<file path="src/rtl/fetch_queue.sv">
// fetch_queue: instruction fetch buffer feeding decode format scan; define FETCH_QUEUE_BYPASS_EN to let an empty queue forward fetch straight to the output registers
module fetch_queue #(
    parameter int addressWidth            = 64,
    parameter int instructionWidth        = 32,
    parameter int PidSize                 = 20,
    parameter int TidSize                 = 16,
    parameter int instructionCounterWidth = 64,
    parameter int queueDepth              = 8,
    parameter int queueIndexWidth         = 3
) (
    input  logic                               clock_i,
    input  logic                               reset_i,
    input  logic                               fetchValid_i,
    output logic                               fetchReady_o,
    input  logic [instructionWidth-1:0]        instruction_i,
    input  logic [addressWidth-1:0]            instructionAddress_i,
    input  logic [PidSize-1:0]                 instructionPid_i,
    input  logic [TidSize-1:0]                 instructionTid_i,
    input  logic                               flush_i,
    input  logic                               stall_i,
    output logic                               outputEnable_o,
    output logic [instructionWidth-1:0]        instruction_o,
    output logic [addressWidth-1:0]            instructionAddress_o,
    output logic [PidSize-1:0]                 instructionPid_o,
    output logic [TidSize-1:0]                 instructionTid_o,
    output logic [instructionCounterWidth-1:0] instructionMajId_o,
    output logic [queueIndexWidth:0]           occupancy_o
);
    typedef struct packed {
        logic [instructionWidth-1:0] ins;
        logic [addressWidth-1:0]     adr;
        logic [PidSize-1:0]          pid;
        logic [TidSize-1:0]          tid;
    } entry_t;

    localparam logic [queueIndexWidth:0] full_count = queueDepth[queueIndexWidth:0];

    entry_t                               mem_q [queueDepth];
    entry_t                               mem_d [queueDepth];
    logic [queueIndexWidth-1:0]           head_q, head_d, tail_q, tail_d;
    logic [queueIndexWidth:0]             count_q, count_d;
    logic [instructionCounterWidth-1:0]   ctr_q, ctr_d, id_q, id_d;
    entry_t                               out_q, out_d;
    logic                                 oe_q, oe_d;
    logic                                 push, pop, bypass, enq;
    entry_t                               fetch_e;

    assign fetch_e = '{ins: instruction_i, adr: instructionAddress_i,
                       pid: instructionPid_i, tid: instructionTid_i};

    // ready depends on the stored count alone so fetch never sees a stall-dependent path
    assign fetchReady_o = count_q != full_count;

    // qualify push/pop/bypass; flush overrides everything on the same edge
    always_comb begin
        push = fetchValid_i && fetchReady_o && !flush_i;
        pop  = !stall_i && count_q != '0 && !flush_i;
`ifdef FETCH_QUEUE_BYPASS_EN
        bypass = fetchValid_i && !stall_i && !flush_i && count_q == '0;
`else
        bypass = 1'b0;
`endif
        enq = push && !bypass;
    end

    // queue storage, pointers and count; a bypassed fetch never enters storage
    always_comb begin
        mem_d = mem_q;
        if (enq)
            mem_d[tail_q] = fetch_e;
        head_d  = flush_i ? '0 : (pop ? head_q + 1'b1 : head_q);
        tail_d  = flush_i ? '0 : (enq ? tail_q + 1'b1 : tail_q);
        count_d = flush_i ? '0 : count_q + {{queueIndexWidth{1'b0}}, enq} - {{queueIndexWidth{1'b0}}, pop};
    end

    // output bundle: pop from head first (FIFO order), else bypass, else drop valid when decode is ready
    always_comb begin
        out_d = out_q;
        oe_d  = oe_q;
        id_d  = id_q;
        ctr_d = ctr_q;
        if (flush_i) begin
            oe_d = 1'b0;
        end else if (pop || bypass) begin
            out_d = pop ? mem_q[head_q] : fetch_e;
            oe_d  = 1'b1;
            id_d  = ctr_q;
            ctr_d = ctr_q + 1'b1;
        end else if (!stall_i) begin
            oe_d = 1'b0;
        end
    end

    // control and output state; counter survives flush so IDs stay unique
    always_ff @(posedge clock_i or posedge reset_i) begin
        if (reset_i) begin
            head_q  <= '0;
            tail_q  <= '0;
            count_q <= '0;
            ctr_q   <= '0;
            id_q    <= '0;
            out_q   <= '0;
            oe_q    <= 1'b0;
        end else begin
            head_q  <= head_d;
            tail_q  <= tail_d;
            count_q <= count_d;
            ctr_q   <= ctr_d;
            id_q    <= id_d;
            out_q   <= out_d;
            oe_q    <= oe_d;
        end
    end

    // entry storage needs no reset; only pointers/count define validity
    always_ff @(posedge clock_i) begin
        mem_q <= mem_d;
    end

    assign outputEnable_o       = oe_q;
    assign instruction_o        = out_q.ins;
    assign instructionAddress_o = out_q.adr;
    assign instructionPid_o     = out_q.pid;
    assign instructionTid_o     = out_q.tid;
    assign instructionMajId_o   = id_q;
    assign occupancy_o          = count_q;
endmodule
</file>
<file path="config.mk">
export PLATFORM = sky130hd
export DESIGN_NAME = fetch_queue
export DESIGN_NICKNAME = d
export VERILOG_FILES = /design/src/rtl/fetch_queue.sv
export SDC_FILE = /design/constraint.sdc
export NUM_CORES = 2
export LEC_CHECK = 0
export BUFFER_PORTS_ARGS = -buffer_cell sky130_fd_sc_hd__buf_4
export CAP_MARGIN = 0
export CORE_ASPECT_RATIO = 0.6
export CORE_MARGIN = 1
export CORE_UTILIZATION = 55
export CTS_BUF_LIST = sky130_fd_sc_hd__clkbuf_4 sky130_fd_sc_hd__clkbuf_8
export DETAILED_ROUTE_END_ITERATION = 10
export PLACE_DENSITY = 0.7
export SYNTH_ARGS = -nofsm -noshare
export SYNTH_HDL_FRONTEND = slang
export SYNTH_SLANG_ARGS = --single-unit
</file>
<file path="constraint.sdc">
create_clock -name clock_i -period 33.8 [get_ports clock_i]
set_input_delay 1.69 -clock clock_i [delete_from_list [all_inputs] [get_ports clock_i]]
set_output_delay 1.69 -clock clock_i [all_outputs]
set_load 0.01 [all_outputs]
</file>
Word level (Yosys, flattened, before mapping):

Cells that the tools add are included.
Widths: inputs -> output; s select.

* word-level logic and storage cells: 80
* input port bits: 137
* bits in registers: 1327

* multiplexer cells: 14
* bitwise gates (word level): 3
* magnitude comparators: 3
* reduce and logical (&&, ||, !) cells: 11
* add/sub/neg operators: 5
* eq/ne operators: 2

Operators with widths (number)
* $bwmux 1056: 1
* $bmux 132 s3: 1
* $demux 132 s3: 1
* $mux 132: 3
* $add 64x1->64 const B: 1
* $mux 3: 4
* $ge 4x4->1 const B: 2
* $not 3->4: 2
* $add 3x1->3 const B: 2
* $logic_and 1x1->1: 5
* $add 4x1->4: 1
* $lt 4x1->1 const B: 1
* $mux 4: 1
* $ne 4x4->1 const B: 1
* $reduce_bool 2->1: 2
* $reduce_bool 4->1: 1
* $sub 4x1->4: 1
* $mux 1: 3
* $ne 3x2->1 const B: 1
* $logic_not 1->1: 2
* $reduce_and 2->1: 1
* $not 1->1: 1

Logic depth before layout (Yosys ltp):

* depth in word-level cells: 6
* mapped depth: 14
* depth with buffers taken out: 13

Worst setup path before layout:

Ideal clock, no wire load.

* kind: input -> register
* start point: input port fetchValid_i
* end point: register mem_q[1000] in the netlist's numbering, enable pin
* stages: 3
* buffers on the path: 0
* arrival: 11.059 ns
* required time: 33.015 ns
* library setup time: 0.785 ns
* slack: 21.956 ns
* path through: nand2_1 or3_1 nor3_1

* longest elaborated chain between the ends: 2

Ends and longest elaborated chain
* from (decl): RTL line 13 `input logic fetchValid_i,`
* $logic_and 1x1->1 (2 in series): RTL line 56 `push = fetchValid_i && fetchReady_o && !flush_i;`
* to (signal assigned): RTL line 117 `mem_q <= mem_d;`
* to (decl): RTL line 38 `entry_t mem_q [queueDepth];`

No other way between the ends.
A chain may end at the register's enable or synchronous reset.

Worst setup path in the final report:

* start point: register head_q[1]
* end point: register out_q (netlist bit instructionPid_o[12])

* longest elaborated chain between the ends: 4

Ends and longest elaborated chain
* from (decl): RTL line 40 `logic [queueIndexWidth-1:0] head_q, head_d, tail_q, tail_d;`
* from (signal assigned): RTL line 97 `head_q <= '0;`
* from (signal assigned): RTL line 105 `head_q <= head_d;`
* $not 3->4 (implied by the code): RTL line 85 `out_d = pop ? mem_q[head_q] : fetch_e;`
* $bmux 132 s3: RTL line 85
* $mux 132 (implied by the code) (2 in series): RTL line 85
* to (signal assigned): RTL line 110 `out_q <= out_d;`
* to (decl): RTL line 43 `entry_t out_q, out_d;`

No other way between the ends. The select of a mux whose other input is x is not followed.

==> flow_metrics.env <==
export IMPL_status="complete, no violations"
export IMPL_setup_violations_final=0
export IMPL_r2r_cells=5
export IMPL_place_gp_congestion=0.854
export IMPL_die_h_um=235
export IMPL_critPathKind="register to register"
export IMPL_cts_clk_slew_worst_paths_ns=0.07
export IMPL_holdBufCountCts=0
export IMPL_area_delta_synth_final_pct=15.6
export IMPL_slew_headroom_pct=15.4
export IMPL_min_path_type="register to register"
export IMPL_ys_seq_area_share_pct=77.3
export IMPL_synth_common_cells="1056 x edfxtp_1, 271 x dfrtp_1, 264 x mux4_2"
export IMPL_track_usage_pct=23.0
export IMPL_path_max_fanout=72
export IMPL_end_kind="register"
export IMPL_p_int_mw=2.98
export IMPL_syn_cell_area_um2=49800
export IMPL_critPathArrivalTime_ns=4.76
export IMPL_ys_flop_type="edfxtp_1"
export IMPL_power_per_cell_area_nw_per_um2=70.3
export IMPL_synth_most_common_cell="edfxtp_1"
export IMPL_die_w_um=391
export IMPL_antenna_found_initial=10
export IMPL_final_layout_size_suffix_gt1_share_pct=33.7
export IMPL_synth_nets=2571
export IMPL_fin_skew_ns=0.0376
export IMPL_hold_violations=0
export IMPL_final_antenna_net_count=0
export IMPL_post_cts_buffers=0
export IMPL_yosys_warnings=0
export IMPL_finalCritPeriodShare_pct=12.1
export IMPL_ir_worst_vdd_mv=0.0545
export IMPL_worst_pin_slew_ns=1.26
export IMPL_yosys_area_top_type="edfxtp_1"
export IMPL_rrSetupSlack_ns=29.71
export IMPL_num_rows=85
export IMPL_design_core_area_um2=89700
export IMPL_viasPerCell=5.74
export IMPL_nets=3010
export IMPL_ys_ff_latch=1327
export IMPL_rsz0062_at_grt="false"
export IMPL_via_count=24400
export IMPL_clock_fmax_ghz=0.244
export IMPL_fill_cells=6104
export IMPL_hold_ws_ns=0.476
export IMPL_period_minus_slack_ns=4.09
export IMPL_drtPass1Iterations=5
export IMPL_avgSynthCellArea_um2=20.6
export IMPL_synth_area_leaders="edfxtp_1 64%, dfrtp_1 14%, mux4_2 12%, mux2i_1 2.7%, mux2_2 1.4%"
export IMPL_port_buffers=338
export IMPL_syn_inst=2424
export IMPL_worstHoldEndpoint="ctr_q[63]$_DFFE_PP0P_"
export IMPL_crit_required_ns=34.47
export IMPL_drv_slew=0
export IMPL_p_sw_mw=1.07
export IMPL_p_comb_share_pct=20.0
export IMPL_finalSetupTns_ns=0
export IMPL_synth_distinct_cells=38
export IMPL_critPathLaunchType="register"
export IMPL_seq_power_share_pct=49.1
export IMPL_leakagePower_nw=19.7
export IMPL_tritoncts="built"
export IMPL_min_from="ctr_q[63]$_DFFE_PP0P_"
export IMPL_wl_um=103000
export IMPL_drc=0
export IMPL_switching_share_pct=26.5
export IMPL_hpwl_um=55200
export IMPL_cts_buffer_depth=3
export IMPL_clk_latency_ns=0.85
export IMPL_die_area_um2=91800
export IMPL_r2r_start="head_q[1]$_DFFE_PP0P_"
export IMPL_start_util_pct=55.6
export IMPL_cap_violations=0
export IMPL_cts_buffers=184
export IMPL_synthArstFlopShare_pct=20.4
export IMPL_r2r_end="instructionPid_o[12]$_DFFE_PP0P_"
export IMPL_synth_edf_count=1056
export IMPL_grt_max_degree=174
export IMPL_clkPwrFrac_pct=30.9
export IMPL_grt_pass1_vias=25700
export IMPL_synth_top_area_share_pct=63.6
export IMPL_gr_total_overflow=0
export IMPL_h_tree_depth=4
export IMPL_first_iter_violations=1847
export IMPL_cts_resized=0
export IMPL_min_path_cells=1
export IMPL_cts_root_buffer="clkbuf_8"
export IMPL_clkSinkCount=1327
export IMPL_grt_pass1_wl_um=157000
export IMPL_wl_per_cell_um=24.4
export IMPL_design_portCount=339
[how the worst max path moves through the flow]
stage	start	endpoint	slack, ns
finish	head_q[1]$_DFFE_PP0P_	instructionPid_o[12]$_DFFE_PP0P_	29.71
global route	reset_i	instructionAddress_o[48]$_DFFE_PP0P_	29.32
CTS	head_q[1]$_DFFE_PP0P_	instructionPid_o[12]$_DFFE_PP0P_	29.69
detailed placement	reset_i	instruction_o[11]$_DFFE_PP0P_	28.79
global placement	reset_i	instruction_o[11]$_DFFE_PP0P_	28.90
floorplan	fetchValid_i	mem_q[1000]$_DFFE_PP_	21.96
[power by group through the flow]
stage	clock network, mW	logic [mW]	registers, mW
final	1.25	0.811	1.99
after global routing	1.35	0.885	2.00
after CTS	1.28	0.830	1.99
after detailed placement	0	0.827	2.02
after global placement	0	0.816	2.02
after floorplan	0	0.512	2.03
[stage by stage]
stage / area (µm²) / cells / setup WS (ns) / total power [mW] / util, %
after floorplan: 49800 / 2424 / 21.96 / 2.55 / -
after global placement: 53800 / 3895 / 28.90 / 2.83 / 60.0
after detailed placement: 53800 / 3895 / 28.79 / 2.85 / 60.0
after CTS: 57600 / 4235 / 29.69 / 4.10 / 64.2
after global routing: 57600 / 4238 / 29.32 / 4.23 / 64.2
final: 57600 / 4239 / 29.71 / 4.05 / 64.2
[critical path: stages, from the launching register on]
cell	delay [ns]
dfrtp_4	1.02
buf_4	0.87
buf_4	0.96
mux4_2	0.42
mux2i_1	0.38
a21oi_1	0.13
[registers in the layout, summed over array words and instances, names as in the netlist, 4 cells and up]
register / cells
mem_q: 1056
occupancy_o: 4
instruction_o: 32
instructionAddress_o: 64
instructionTid_o: 16
ctr_q: 64
instructionPid_o: 20
instructionMajId_o: 64
[kinds of logic after synthesis]
family | Yosys count | share of synthesized area, %
buffers and inverters | 127 | 1.04
flip-flops | 1327 | 77.3
multiplexers | 460 | 16.0
XOR/XNOR | 69 | 1.21
AO/OA/AOI/OAI | 139 | 1.40
AND/OR/NAND/NOR | 292 | 2.79
adder cells (fa/ha/maj) | 10 | 0.266
[final cells by class]
class	instances	area, µm²	area share (%)
well taps	1218	1520	2.65
clock buffers	278	3400	5.91
clock inverters	62	367	0.637
inverters	12	52.6	0.0913
diodes	4	10.0	0.0174
multi-input cells	970	10900	18.9
repair buffers	368	2850	4.95
flip-flops and latches	1327	38500	66.9
[layout by cell type, fill, tap and decap left out, types with 4 or more instances in the layout]
cell | netlist | routed
nand4_1 | 25 | 25
diode_2 | 0 | 4
xnor2_1 | 48 | 48
nand3_1 | 25 | 25
clkinv_2 | 0 | 13
clkinv_1 | 0 | 37
xor2_1 | 21 | 21
edfxtp_1 | 1056 | 1056
and4_1 | 10 | 10
and3_1 | 10 | 10
buf_4 | 0 | 361
dfrtp_1 | 271 | 268
clkbuf_8 | 0 | 210
mux4_2 | 264 | 264
buf_12 | 0 | 7
a21oi_1 | 136 | 136
nor2_1 | 156 | 150
nand2_1 | 25 | 25
mux2i_1 | 132 | 132
clkinvlp_4 | 0 | 7
nor4_1 | 9 | 9
nor3_1 | 12 | 9
clkbuf_4 | 0 | 68
nor2_4 | 0 | 6
inv_1 | 12 | 11
mux2_2 | 64 | 64
ha_1 | 9 | 9
[per-layer routing]
| layer | GRT usage [%] | part of all wire (%) |
|---|---|---|
| met5 | 0 | 0.089 |
| met4 | 7.08 | 1.8 |
| met3 | 5.08 | 6.2 |
| met2 | 35.9 | 48 |
| met1 | 32.9 | 44 |
Power figures use the tool's default switching activity.
